--- src/rtl/tmds_capture_ctrl.sv ---
// tmds_capture_ctrl
// Frame-aligned capture of decoded TMDS symbols into a 40-bit capture FIFO,
// followed by operator-driven readout (one FIFO word per step press).
// Runs entirely in the recovered pixel-clock domain.
//
// Ports:
//   clk, rst            pixel clock, synchronous active-high reset
//   pll_lckd            decoder PLL lock; loss aborts any busy state
//   vsync, vde, sdata   decoded video timing and {red, green, blue} symbols
//   arm, step           asynchronous buttons (capture start / pop one word)
//   fifo_full/empty     FIFO status
//   fifo_rst            FIFO reset, held while flushing
//   fifo_wr_en/din      registered write port, din = {sdata, sample index}
//   fifo_rd_en          single-cycle registered pop
//   busy, done          status (registered)
//   ovf, lock_err       sticky error flags, cleared on rst or on re-arm
//   wcount              words written in the current capture
module tmds_capture_ctrl #(
    parameter int NWORDS    = 512,
    parameter int LINE_SKIP = 0,
    parameter int FLUSH_CYC = 8,
    parameter bit VS_POL    = 1'b1
) (
    input  logic        clk,
    input  logic        rst,
    input  logic        pll_lckd,
    input  logic        vsync,
    input  logic        vde,
    input  logic [29:0] sdata,
    input  logic        arm,
    input  logic        step,
    input  logic        fifo_full,
    input  logic        fifo_empty,
    output logic        fifo_rst,
    output logic        fifo_wr_en,
    output logic [39:0] fifo_din,
    output logic        fifo_rd_en,
    output logic        busy,
    output logic        done,
    output logic        ovf,
    output logic        lock_err,
    output logic [9:0]  wcount
);

    typedef enum logic [2:0] {
        S_IDLE, S_FLUSH, S_WAIT_FRAME, S_WAIT_LINE, S_CAPTURE, S_DONE
    } state_t;

    localparam logic [15:0] FLUSH_LAST = 16'(FLUSH_CYC - 1);
    localparam logic [15:0] SKIP_W     = 16'(LINE_SKIP);
    localparam logic [9:0]  NW_LAST    = 10'(NWORDS - 1);

    state_t      state, state_nxt;
    logic [1:0]  arm_sync, step_sync;
    logic        arm_d, step_d, arm_p, step_p;
    logic        vs_d, vde_d;
    logic [15:0] flush_cnt, line_cnt;

    logic vs_n, frame_start, line_end, busy_st, skip_met;
    logic issue, enter_flush, rd_go, set_ovf, set_lock, busy_nxt, done_nxt;

    // Video edge detection; vsync is normalised so frame start is always a rising edge.
    assign vs_n        = (vsync == VS_POL);
    assign frame_start = vs_n & ~vs_d;
    assign line_end    = vde_d & ~vde;
    assign busy_st     = (state == S_FLUSH) || (state == S_WAIT_FRAME) ||
                         (state == S_WAIT_LINE) || (state == S_CAPTURE);
    // Include the line end seen this cycle so the last skipped line is not
    // counted a cycle late.
    assign skip_met    = (line_cnt == SKIP_W) ||
                         (line_end && ((line_cnt + 16'd1) == SKIP_W));

    // Button synchronisers + rising-edge pulse (3 cycles edge-to-pulse).
    always_ff @(posedge clk) begin
        if (rst) begin
            arm_sync  <= '0;
            step_sync <= '0;
            arm_d     <= 1'b0;
            step_d    <= 1'b0;
            arm_p     <= 1'b0;
            step_p    <= 1'b0;
            vs_d      <= 1'b0;
            vde_d     <= 1'b0;
        end else begin
            arm_sync  <= {arm_sync[0], arm};
            step_sync <= {step_sync[0], step};
            arm_d     <= arm_sync[1];
            step_d    <= step_sync[1];
            arm_p     <= arm_sync[1] & ~arm_d;
            step_p    <= step_sync[1] & ~step_d;
            vs_d      <= vs_n;
            vde_d     <= vde;
        end
    end

    // State register
    always_ff @(posedge clk) begin
        if (rst) state <= S_IDLE;
        else     state <= state_nxt;
    end

    // Next-state logic
    always_comb begin
        state_nxt = state;
        unique case (state)
            S_IDLE:       if (arm_p && pll_lckd) state_nxt = S_FLUSH;
            S_FLUSH:      if (flush_cnt == FLUSH_LAST) state_nxt = S_WAIT_FRAME;
            S_WAIT_FRAME: if (frame_start) state_nxt = S_WAIT_LINE;
            S_WAIT_LINE:  if (skip_met) state_nxt = S_CAPTURE;
            S_CAPTURE: begin
                if (vde && fifo_full)              state_nxt = S_DONE;
                else if (vde && wcount == NW_LAST) state_nxt = S_DONE;
            end
            S_DONE:       if (arm_p) state_nxt = S_FLUSH;
            default:      state_nxt = S_IDLE;
        endcase
        // Lock loss overrides everything while busy.
        if (busy_st && !pll_lckd) state_nxt = S_IDLE;
    end

    // Output / control decode
    always_comb begin
        fifo_rst    = (state == S_FLUSH);
        issue       = (state == S_CAPTURE) && vde && !fifo_full && pll_lckd;
        set_ovf     = (state == S_CAPTURE) && vde && fifo_full && pll_lckd;
        set_lock    = busy_st && !pll_lckd;
        enter_flush = (state_nxt == S_FLUSH) && (state != S_FLUSH);
        // A simultaneous accepted arm wins over a step.
        rd_go       = step_p && !fifo_empty && !enter_flush &&
                      ((state == S_IDLE) || (state == S_DONE));
        busy_nxt    = (state_nxt == S_FLUSH) || (state_nxt == S_WAIT_FRAME) ||
                      (state_nxt == S_WAIT_LINE) || (state_nxt == S_CAPTURE);
        done_nxt    = (state_nxt == S_DONE);
    end

    // Datapath, counters and registered outputs
    always_ff @(posedge clk) begin
        if (rst) begin
            flush_cnt  <= '0;
            line_cnt   <= '0;
            wcount     <= '0;
            ovf        <= 1'b0;
            lock_err   <= 1'b0;
            fifo_wr_en <= 1'b0;
            fifo_din   <= '0;
            fifo_rd_en <= 1'b0;
            busy       <= 1'b0;
            done       <= 1'b0;
        end else begin
            flush_cnt <= (state == S_FLUSH) ? flush_cnt + 16'd1 : 16'd0;
            if (enter_flush) begin
                wcount   <= '0;
                line_cnt <= '0;
                ovf      <= 1'b0;
                lock_err <= 1'b0;
            end else begin
                if (issue)    wcount   <= wcount + 10'd1;
                if (set_ovf)  ovf      <= 1'b1;
                if (set_lock) lock_err <= 1'b1;
                if (state == S_WAIT_LINE && line_end) line_cnt <= line_cnt + 16'd1;
            end
            fifo_wr_en <= issue;
            if (issue) fifo_din <= {sdata, wcount};
            fifo_rd_en <= rd_go;
            busy       <= busy_nxt;
            done       <= done_nxt;
        end
    end

endmodule

--- config.mk ---
export PLATFORM = sky130hd
export DESIGN_NAME = tmds_capture_ctrl
export DESIGN_NICKNAME = d
export VERILOG_FILES = /design/src/rtl/tmds_capture_ctrl.sv
export SDC_FILE = /design/constraint.sdc
export NUM_CORES = 1
export LEC_CHECK = 0
export CORE_MARGIN = 2
export CORE_UTILIZATION = 55
export CTS_CLUSTER_DIAMETER = 40
export DETAILED_ROUTE_END_ITERATION = 10
export PLACE_DENSITY = 0.87
export SLEW_MARGIN = 20
export SYNTH_ARGS = -nofsm -noshare
export SYNTH_HDL_FRONTEND = slang
export SYNTH_SLANG_ARGS = --single-unit
--- constraint.sdc ---
create_clock -name clk -period 7.04 [get_ports clk]
set_input_delay 1.408 -clock clk [delete_from_list [all_inputs] [get_ports clk]]
set_output_delay 1.408 -clock clk [all_outputs]
set_load 0.02 [all_outputs]
# --- Yosys cells after proc, flatten, opt, wreduce, memory -nomap -nowiden ---
# Cells that the tools add are included.
word_totals:
  romBits: 0
  memories: 0
  latchBits: 0
  out_inout_bits: 57
  inputBits: 39
  reg_bits: 101
  mem_bits_rw: 0
op_classes:
  n_reduce_logical: 32
  n_eq_ne: 13
  shift: 0
  order_cmp: 0
  n_mux: 9
  div_mod_pow: 0
  bitwise: 9
  add_sub_neg: 3
  n_mul: 0
op_table:
  columns: ["operator", "count"]
  rows:
  - ["16-bit by 1-bit adder with 16-bit output (second input constant)", 2]
  - ["16-bit zero test", 2]
  - ["3-bit 2-to-1 mux", 8]
  - ["3-bit case mux with 6 select lines", 1]
  - ["16-bit by 3-bit equality test with 1-bit output (second input constant)", 1]
  - ["1-bit logical AND", 15]
  - ["3-bit by 2-bit equality test with 1-bit output (second input constant)", 4]
  - ["3-bit equality test (second input constant)", 4]
  - ["10-bit by 1-bit adder with 10-bit output (second input constant)", 1]
  - ["10-bit by 9-bit equality test with 1-bit output (second input constant)", 1]
  - ["1-bit logical OR", 8]
  - ["3-bit by 1-bit equality test with 1-bit output (second input constant)", 2]
  - ["1-bit NOT", 5]
  - ["1-bit bitwise AND", 4]
  - ["1-bit zero test", 4]
  - ["2-bit OR reduction", 2]
  - ["3-bit zero test", 1]
  - ["3-bit by 1-bit inequality test with 1-bit output (second input constant)", 1]

# --- Logic depth before layout (Yosys ltp) ---
# Gate-level depths: netlist of the first run.
logic_depth:
  word_depth: 12
  ltp_mapped: 11
  depth_no_buf: 8

# --- Least setup slack after synthesis of the first run ---
# Ideal clock, no wire load.
synth_path:
  path_type: "input-to-reg"
  from: "in vde"
  to: "reg fifo_rd_en"
  setup_ps: 122
  required_ps: 6918
  setup_slack_ps: 4055
  arrival_time_ps: 2863
  cell_stages: 9
  cell_sequence: "and4bb_2 nand4b_1 nor2_1 o21ai_1 or3_1 o31ai_2 buf_6 buf_12 nor2_4"
synth_via:
  elab_chain_cells: 12
synth_rtl:
  columns: ["element", "line", "source"]
  rows:
  - ["start: declaration", "28", "input logic vde,"]
  - ["1-bit NOT", "65", "assign line_end = vde_d & ~vde;"]
  - ["1-bit bitwise AND", "65", null]
  - ["1-bit logical AND", "71", "(line_end && ((line_cnt + 16'd1) == SKIP_W));"]
  - ["1-bit logical OR", "70", "assign skip_met = (line_cnt == SKIP_W) ||"]
  - ["3-bit 2-to-1 mux", "109", "S_WAIT_LINE: if (skip_met) state_nxt = S_CAPTURE;"]
  - ["3-bit case mux with 6 select lines *", "105", "unique case (state)"]
  - ["3-bit 2-to-1 mux *", "118", "if (busy_st && !pll_lckd) state_nxt = S_IDLE;"]
  - ["3-bit by 1-bit equality test with 1-bit output *", "127", "enter_flush = (state_nxt == S_FLUSH) && (state != S_FLUSH);"]
  - ["1-bit logical AND *", "127", null]
  - ["1-bit zero test *", "129", "rd_go = step_p && !fifo_empty && !enter_flush &&"]
  - ["1-bit logical AND * (2 in a row)", "129", null]
  - ["end signal: assignment", "164", "fifo_rd_en <= rd_go;"]
  - ["end: declaration", "37", "output logic fifo_rd_en,"]
# Every way passes the cells marked *; elsewhere a longest branch is shown, timed or not.
# A chain may end at the register's enable or synchronous reset.

# --- Worst setup path after layout of the first run ---
layout_path:
  from: "in pll_lckd"
  to: "reg wcount[9]"
layout_via:
  elab_chain_cells: 7
layout_rtl:
  columns: ["element", "line", "source"]
  rows:
  - ["start: declaration", "26", "input logic pll_lckd,"]
  - ["1-bit logical AND", "106", "S_IDLE: if (arm_p && pll_lckd) state_nxt = S_FLUSH;"]
  - ["3-bit 2-to-1 mux", "106", null]
  - ["3-bit case mux with 6 select lines", "105", null]
  - ["3-bit 2-to-1 mux", "118", null]
  - ["3-bit by 1-bit equality test with 1-bit output", "127", null]
  - ["1-bit logical AND", "127", null]
  - ["2-bit OR reduction (no line)", null, null]
  - ["end signal: assignment", "157", "if (issue) wcount <= wcount + 10'd1;"]
  - ["end: declaration", "42", "output logic [9:0] wcount"]
# Parallel ways exist; a longest one is shown, timed or not.

==> results of run 1 <==
==> layer usage <==
metal | vias to the layer above | global-route usage | share of wire
li1 | 1891 | - | -
met1 | 1813 | 0.292 | 0.42
met2 | 139 | 0.395 | 0.48
met3 | 23 | 0.0971 | 0.084
met4 | 0 | 0.0978 | 0.022
met5 | - | 0 | 0
==> kinds of logic (layout without fill, tap and decap cells) <==
kind of cell | after synthesis | after routing | synth area share
simple gates | 255 | 255 | 0.286
fa+ha+maj | 5 | 5 | 0.0141
compound gates | 75 | 75 | 0.105
flops | 101 | 101 | 0.457
xor+xnor | 41 | 41 | 0.0812
buf+inv | 43 | 120 | 0.0520
mux | 2 | 2 | 0.00453
==> per-stage QoR <==
stage,worst slack (ns),util
2_1_floorplan,4.05,-
4_1_cts,3.19,0.715
3_3_place_gp,2.90,0.685
5_1_grt,3.00,0.715
6_report,3.20,0.715
3_5_place_dp,2.81,0.685
==> cell usage after synthesis, types with 6 or more instances <==
cell type / n / share of area
sky130_fd_sc_hd__nand2_1: 106 / 0.090
sky130_fd_sc_hd__dfxtp_1: 101 / 0.46
sky130_fd_sc_hd__nor2_1: 50 / 0.042
sky130_fd_sc_hd__a21oi_1: 46 / 0.052
sky130_fd_sc_hd__xor2_1: 26 / 0.051
sky130_fd_sc_hd__clkbuf_1: 20 / 0.017
sky130_fd_sc_hd__nand3_1: 15 / 0.017
sky130_fd_sc_hd__nand4_1: 15 / 0.021
sky130_fd_sc_hd__xnor2_1: 15 / 0.030
sky130_fd_sc_hd__nor2b_1: 12 / 0.017
sky130_fd_sc_hd__and3_1: 10 / 0.014
sky130_fd_sc_hd__buf_2: 9 / 0.010
sky130_fd_sc_hd__nor2_4: 9 / 0.023
sky130_fd_sc_hd__inv_1: 7 / 0.0059
sky130_fd_sc_hd__nor3_1: 6 / 0.0068
==> final cells by class <==
class / instances / share of cell area
tap: 102 / 0.0230
sequential: 101 / 0.364
inverter: 7 / 0.00473
multi-input combinational: 378 / 0.393
timing repair buffer: 97 / 0.173
clock inverter: 5 / 0.0146
clock buffer: 11 / 0.0273
==> flip-flops by register name, summed over array words and instances, names as in the netlist, 2 cells and up <==
register,cells
state,3
arm_sync,2
line_cnt,16
fifo_din,40
flush_cnt,16
step_sync,2
wcount,10
==> worst register-to-register path: cells and delay by family (launching register included) <==
kind,cells,cell delay [ns]
buffers and inverters,1,0.43
DFF,1,0.52
adders and majority gates,1,0.35
and+or+nand+nor,5,0.88
AOI/OAI and AO/OA,2,0.74
==> placed cells by master, fill, tap and decap left out, drive strengths merged, types with 2 or more instances in the layout <==
| cell | instances |
|---|---|
| nor4 | 4 |
| nand3 | 15 |
| inv | 8 |
| and4 | 5 |
| and2 | 2 |
| nor3b | 6 |
| dfxtp | 101 |
| nor3 | 6 |
| a21o | 3 |
| a21boi | 2 |
| a311oi | 2 |
| nand4 | 15 |
| xnor2 | 15 |
| o21ai | 6 |
| a31oi | 4 |
| nand2 | 106 |
| mux2i | 2 |
| and3 | 10 |
| nor2b | 12 |
| clkbuf | 11 |
| a211oi | 2 |
| nor2 | 60 |
| or2 | 2 |
| or3 | 5 |
| ha | 5 |
| bufinv | 2 |
| buf | 3 |
| xor2 | 26 |
| a21oi | 46 |
| clkdlybuf4s50 | 94 |
==> power by group through the flow <==
stage / clock network, mW / registers [mW] / logic, mW
5_1_grt: 0.451 / 0.575 / 0.0437
3_3_place_gp: 0 / 0.588 / 0.0398
6_report: 0.418 / 0.575 / 0.0406
3_5_place_dp: 0 / 0.588 / 0.0407
4_1_cts: 0.425 / 0.575 / 0.0408
2_1_floorplan: 0 / 0.588 / 0.0175
==> path summary, 6_finish.rpt <==
check         startpoint         to  slack, ns  cells after the start
max reg2reg  line_cnt[0]  wcount[9]       4.01                      9
min reg2reg        arm_d      arm_p       0.40                      1
max             pll_lckd  wcount[9]       3.20                      8
min                arm_d      arm_p       0.40                      1
==> results.json, run 1 <==
{
  "worst_pin_slew_ns": 0.948,
  "total_power_mw": 1.03,
  "insertion_delay_ns": 0.37,
  "share_comb_of_total_power": 0.039,
  "yosys_register_bits": 101,
  "yosysUniqueCellTypes": 54,
  "fin_nets": 638,
  "num-fill-cells": 579,
  "synth_sequential_area_ratio": 0.457,
  "timing.final.hold_violations": 0,
  "via_per_inst": 5.51,
  "critical_path.endpoint_type": "flop",
  "crit_top_cell": "sky130_fd_sc_hd__nor2_1",
  "num_rows": 32,
  "dr_total_vias": 3866,
  "p_clk_frac": 0.405,
  "chain_of_cells_forming_the_critical_path": "clkdlybuf4s50_1, nor2_1, o22ai_1, o21ai_1, or3_1, o31ai_4, buf_4, nor2_1",
  "netSwitchingPower_mw": 0.216,
  "coreArea_um2": 7770,
  "start_util": 0.570,
  "crit_path_max_fanout": 18,
  "top_level_ports": 96,
  "cpPeakStageDelay_ns": 0.64,
  "post_syn_instances": 522,
  "power.ir.vdd_worst_mv": 0.124,
  "regArea_um2": 2020,
  "cp_top_family": "buffers and inverters",
  "final_cells": 701,
  "final_layout_size_suffix_gt1_frac": 0.0634,
  "critPathSlowestCell": "sky130_fd_sc_hd__clkdlybuf4s50_1",
  "hold_slack_ns": 0.403,
  "cp_data_arrival_time_ns": 4.09,
  "postCtsSetupRepairBufs": 0,
  "power.internal_mw": 0.817,
  "power.switching_fraction": 0.209,
  "cts_hold_buf": 0,
  "antenna-diode-count": 0,
  "report.final.setup_viol": 0,
  "routed_wirelength_normalized_by_instance_count_um": 14.6,
  "placed_cells_incl_taps": 685,
  "report.final.slew_viol_count": 0,
  "critPathRequiredTime_ns": 7.29,
  "power.share.sequential": 0.556,
  "route.antenna.remaining_nets": 0,
  "grt_start_max_net_pins": 54,
  "async_flop_share": 0,
  "fin_tns_setup_ns": 0,
  "routed_wirelength_um": 10200,
  "synth_top_flop_cell": "sky130_fd_sc_hd__dfxtp_1",
  "worst-path-buf-inv": 2,
  "synth-warning-count": 0,
  "final.setup_skew_ns": 0.0118,
  "die-width_um": 93.7,
  "drv_cap": 0,
  "number_of_clock_sinks": 101,
  "outcome": "complete, no violations",
  "fmax_mhz": 260,
  "detail_route.drc_violations": 0,
  "grt_overflow": 0,
  "power_density_nw_per_um2": 186,
  "grt_first_pass_wirelength_um": 17200,
  "gp_routability_congestion": 0.974,
  "grt_usage": 0.245,
  "type_of_element_launching_the_critical_path": "input pin",
  "cts_max_level": 3,
  "timing.max_slew.rel_slack": 0.368,
  "finish.instance_area_um2": 5550,
  "multi_input_area_um2": 2180,
  "synth_edf_count": 0,
  "clk_pin_slew_worst_paths_ns": 0.10,
  "initial_detailed_routing_violation_count": 231,
  "drt-pass1-iter-count": 5,
  "grt_antenna_before_repair": 0,
  "ctsRootBufferMaster": "sky130_fd_sc_hd__clkbuf_8",
  "setup.worst_path.class": "input pin to flop",
  "cts.path.max_buffers": 2,
  "setup_repair_after_global_routing_missed_its_margin": "false",
  "synth.net_count": 566,
  "post_dp_cell_area_um2": 5320,
  "mean_instance_size_in_the_synthesized_netlist_um2": 8.48,
  "p_leak_nw": 1.87,
  "io_buffers": 95,
  "final.period_utilization": 0.546,
  "finalWorstPathRequiredPeriod_ns": 3.84,
  "syn-cell-area_um2": 4420,
  "cts_tree": "built",
  "path_class_of_the_lowest_slack_min_delay_path": "flop to flop",
  "tritoncts_buffers": 9,
  "layout-area-overhead-vs-synth_pct": 25.5,
  "fp.dieArea_um2": 8780,
  "grt_pass1_vias": 3821,
  "dp_hpwl_um": 7130,
  "post_cts_resize_count": 0,
  "die-height_um": 93.7
}
Power figures use the tool's default switching activity.
==> run 2: changes to the inputs <==
Settings changed: CORE_UTILIZATION 55 to 46, PLACE_DENSITY 0.87 to 0.77.
Clock period 7.04 ns to 3.4 ns, I/O delays scaled along.
==> run 2 against run 1 <==
Register-to-register slack lost 3.3 ns. Critical path depth grew 1. Global-route usage down 5.1 points. Non-clock buffer count rose by 2. Wire length down 3.9%. Clock skew decreased by 0.0038 ns. Power rose by 110%. Die area up 19%. Largest cell class unchanged.
==> results.json, run 2 (synthesis results as in run 1) <==
{
  "chain_of_cells_forming_the_critical_path": "ha_1, and3_1, or4_1, a22oi_1, nand4_1, a211oi_2, o31ai_4, buf_4, a21oi_1",
  "layout_common_cells": "106 x sky130_fd_sc_hd__nand2_1, 101 x sky130_fd_sc_hd__dfxtp_1, 94 x sky130_fd_sc_hd__clkdlybuf4s50_1",
  "power.ir.vdd_worst_mv": 0.247,
  "grt_antenna_before_repair": 0,
  "clk_pin_slew_worst_paths_ns": 0.10,
  "cts_max_level": 3,
  "tritoncts_buffers": 9,
  "share_comb_of_total_power": 0.040,
  "max_ffs_per_register": 40,
  "die-height_um": 102,
  "routed_wirelength_um": 9840,
  "top_regs": "fifo_din x40, flush_cnt x16, line_cnt x16",
  "layout_commonest_cell": "sky130_fd_sc_hd__nand2_1",
  "power.switching_fraction": 0.221,
  "detailedPlace.worstSlack_ns": 0.380,
  "crit_path_max_fanout": 17,
  "critPathSlowestCell": "sky130_fd_sc_hd__dfxtp_1",
  "setup.worst_path.class": "flop to flop",
  "dr_total_vias": 3776,
  "cp_top_family": "simple AND/OR/NAND/NOR gates",
  "cts_tree": "built",
  "detail_route.drc_violations": 0,
  "via_per_inst": 5.17,
  "placed_cells_incl_taps": 714,
  "report.final.slew_viol_count": 0,
  "postCtsSetupRepairBufs": 0,
  "top_level_ports": 96,
  "io_buffers": 95,
  "layout-area-overhead-vs-synth_pct": 26.7,
  "number_of_clock_sinks": 101,
  "critPathRequiredTime_ns": 3.70,
  "final.setup_skew_ns": 0.00800,
  "die-width_um": 102,
  "fin_nets": 640,
  "cpPeakStageDelay_ns": 0.43,
  "grt_first_pass_wirelength_um": 16400,
  "insertion_delay_ns": 0.36,
  "fmax_mhz": 368,
  "r2r-start": "line_cnt[0]",
  "p_clk_frac": 0.405,
  "post_cts_resize_count": 0,
  "worst_hold_path.num_cells": 1,
  "worst-path-buf-inv": 1,
  "worstHoldStart": "step_d",
  "start_util": 0.477,
  "route.antenna.remaining_nets": 0,
  "type_of_element_launching_the_critical_path": "flop",
  "path_class_of_the_lowest_slack_min_delay_path": "flop to flop",
  "hold_path_end": "step_p",
  "largest-register": "fifo_din",
  "critical_path.endpoint_type": "flop",
  "cp_data_arrival_time_ns": 3.02,
  "num-fill-cells": 838,
  "final_layout_size_suffix_gt1_frac": 0.0666,
  "cts.path.max_buffers": 2,
  "p_leak_nw": 1.88,
  "grt_overflow": 0,
  "dp_hpwl_um": 6980,
  "outcome": "complete, no violations",
  "final.period_utilization": 0.800,
  "fp.dieArea_um2": 10400,
  "total_power_mw": 2.15,
  "finalWorstPathRequiredPeriod_ns": 2.72,
  "grt_usage": 0.194,
  "power.internal_mw": 1.67,
  "multi_input_area_um2": 2180,
  "coreArea_um2": 9280,
  "netSwitchingPower_mw": 0.475,
  "postLayoutCoreUtil": 0.604,
  "drt-pass1-iter-count": 4,
  "power_density_nw_per_um2": 383,
  "num_rows": 35,
  "r2r_slack_ns": 0.68,
  "r2r_end": "wcount[1]",
  "setup_repair_after_global_routing_missed_its_margin": "false",
  "gp_routability_congestion": 0.928,
  "final.setup.worst_slack_ns": 0.680,
  "routed_wirelength_normalized_by_instance_count_um": 13.5,
  "cts_hold_buf": 0,
  "power.share.sequential": 0.555,
  "grt_start_max_net_pins": 53,
  "timing.final.hold_violations": 0,
  "ff2ff_path_depth": 9,
  "regArea_um2": 2020,
  "report.final.setup_viol": 0,
  "final_cells": 730,
  "worst_setup_path_startpoint": "line_cnt[0]",
  "timing.max_slew.rel_slack": 0.469,
  "antenna-diode-count": 0,
  "drv_cap": 0,
  "initial_detailed_routing_violation_count": 176,
  "ctsRootBufferMaster": "sky130_fd_sc_hd__clkbuf_8",
  "fin_tns_setup_ns": 0,
  "grt_pass1_vias": 3579,
  "worst_pin_slew_ns": 0.797
}
-- run 2: through the flow --
step	area [um^2]	hold WS, ns
floorplan	4420	0.367
CTS	5600	0.408
finish	5600	0.402
global placement	5370	0.372
global route	5600	0.420
detailed placement	5370	0.380
-- run 2: power by group through the flow --
stage	Combinational, mW	Sequential [mW]	Clock [mW]
after floorplan	0.0362	1.22	0
final	0.0856	1.19	0.870
after global placement	0.0849	1.22	0
after CTS	0.0860	1.19	0.893
after detailed placement	0.0854	1.22	0
after global routing	0.0920	1.19	0.932
-- run 2: metal layers --
metal / vias to the layer above / share of wire / track usage / wire length [um]
met5: - / 0 / 0 / 0
met4: 0 / 0.017 / 0.0728 / 169
li1: 1894 / - / - / -
met2: 118 / 0.47 / 0.304 / 4630
met1: 1745 / 0.44 / 0.252 / 4330
met3: 19 / 0.072 / 0.0602 / 705
-- run 2: layout make-up --
class,count,area share
Clock buffer,9,0.0221
Clock inverter,7,0.0199
Sequential cell,101,0.361
Multi-Input combinational cell,378,0.390
Tap cell,129,0.0288
Inverter,7,0.00469
Timing Repair Buffer,99,0.174
-- run 2: worst max path at each step --
stage	end	cells after the start	slack [ns]
6_report	wcount[1]	9	0.68
3_3_place_gp	line_cnt[3]	9	0.44
5_1_grt	wcount[1]	9	0.50
2_1_floorplan	fifo_rd_en	10	1.07
4_1_cts	wcount[1]	9	0.69
3_5_place_dp	line_cnt[3]	9	0.38
-- run 2: worst register-to-register path: stages, from the launching register on --
cell,delay [ns]
sky130_fd_sc_hd__dfxtp_1,0.43
sky130_fd_sc_hd__ha_1,0.33
sky130_fd_sc_hd__and3_1,0.26
sky130_fd_sc_hd__or4_1,0.41
sky130_fd_sc_hd__a22oi_1,0.17
sky130_fd_sc_hd__nand4_1,0.17
sky130_fd_sc_hd__a211oi_2,0.36
sky130_fd_sc_hd__o31ai_4,0.12
sky130_fd_sc_hd__buf_4,0.26
sky130_fd_sc_hd__a21oi_1,0.15
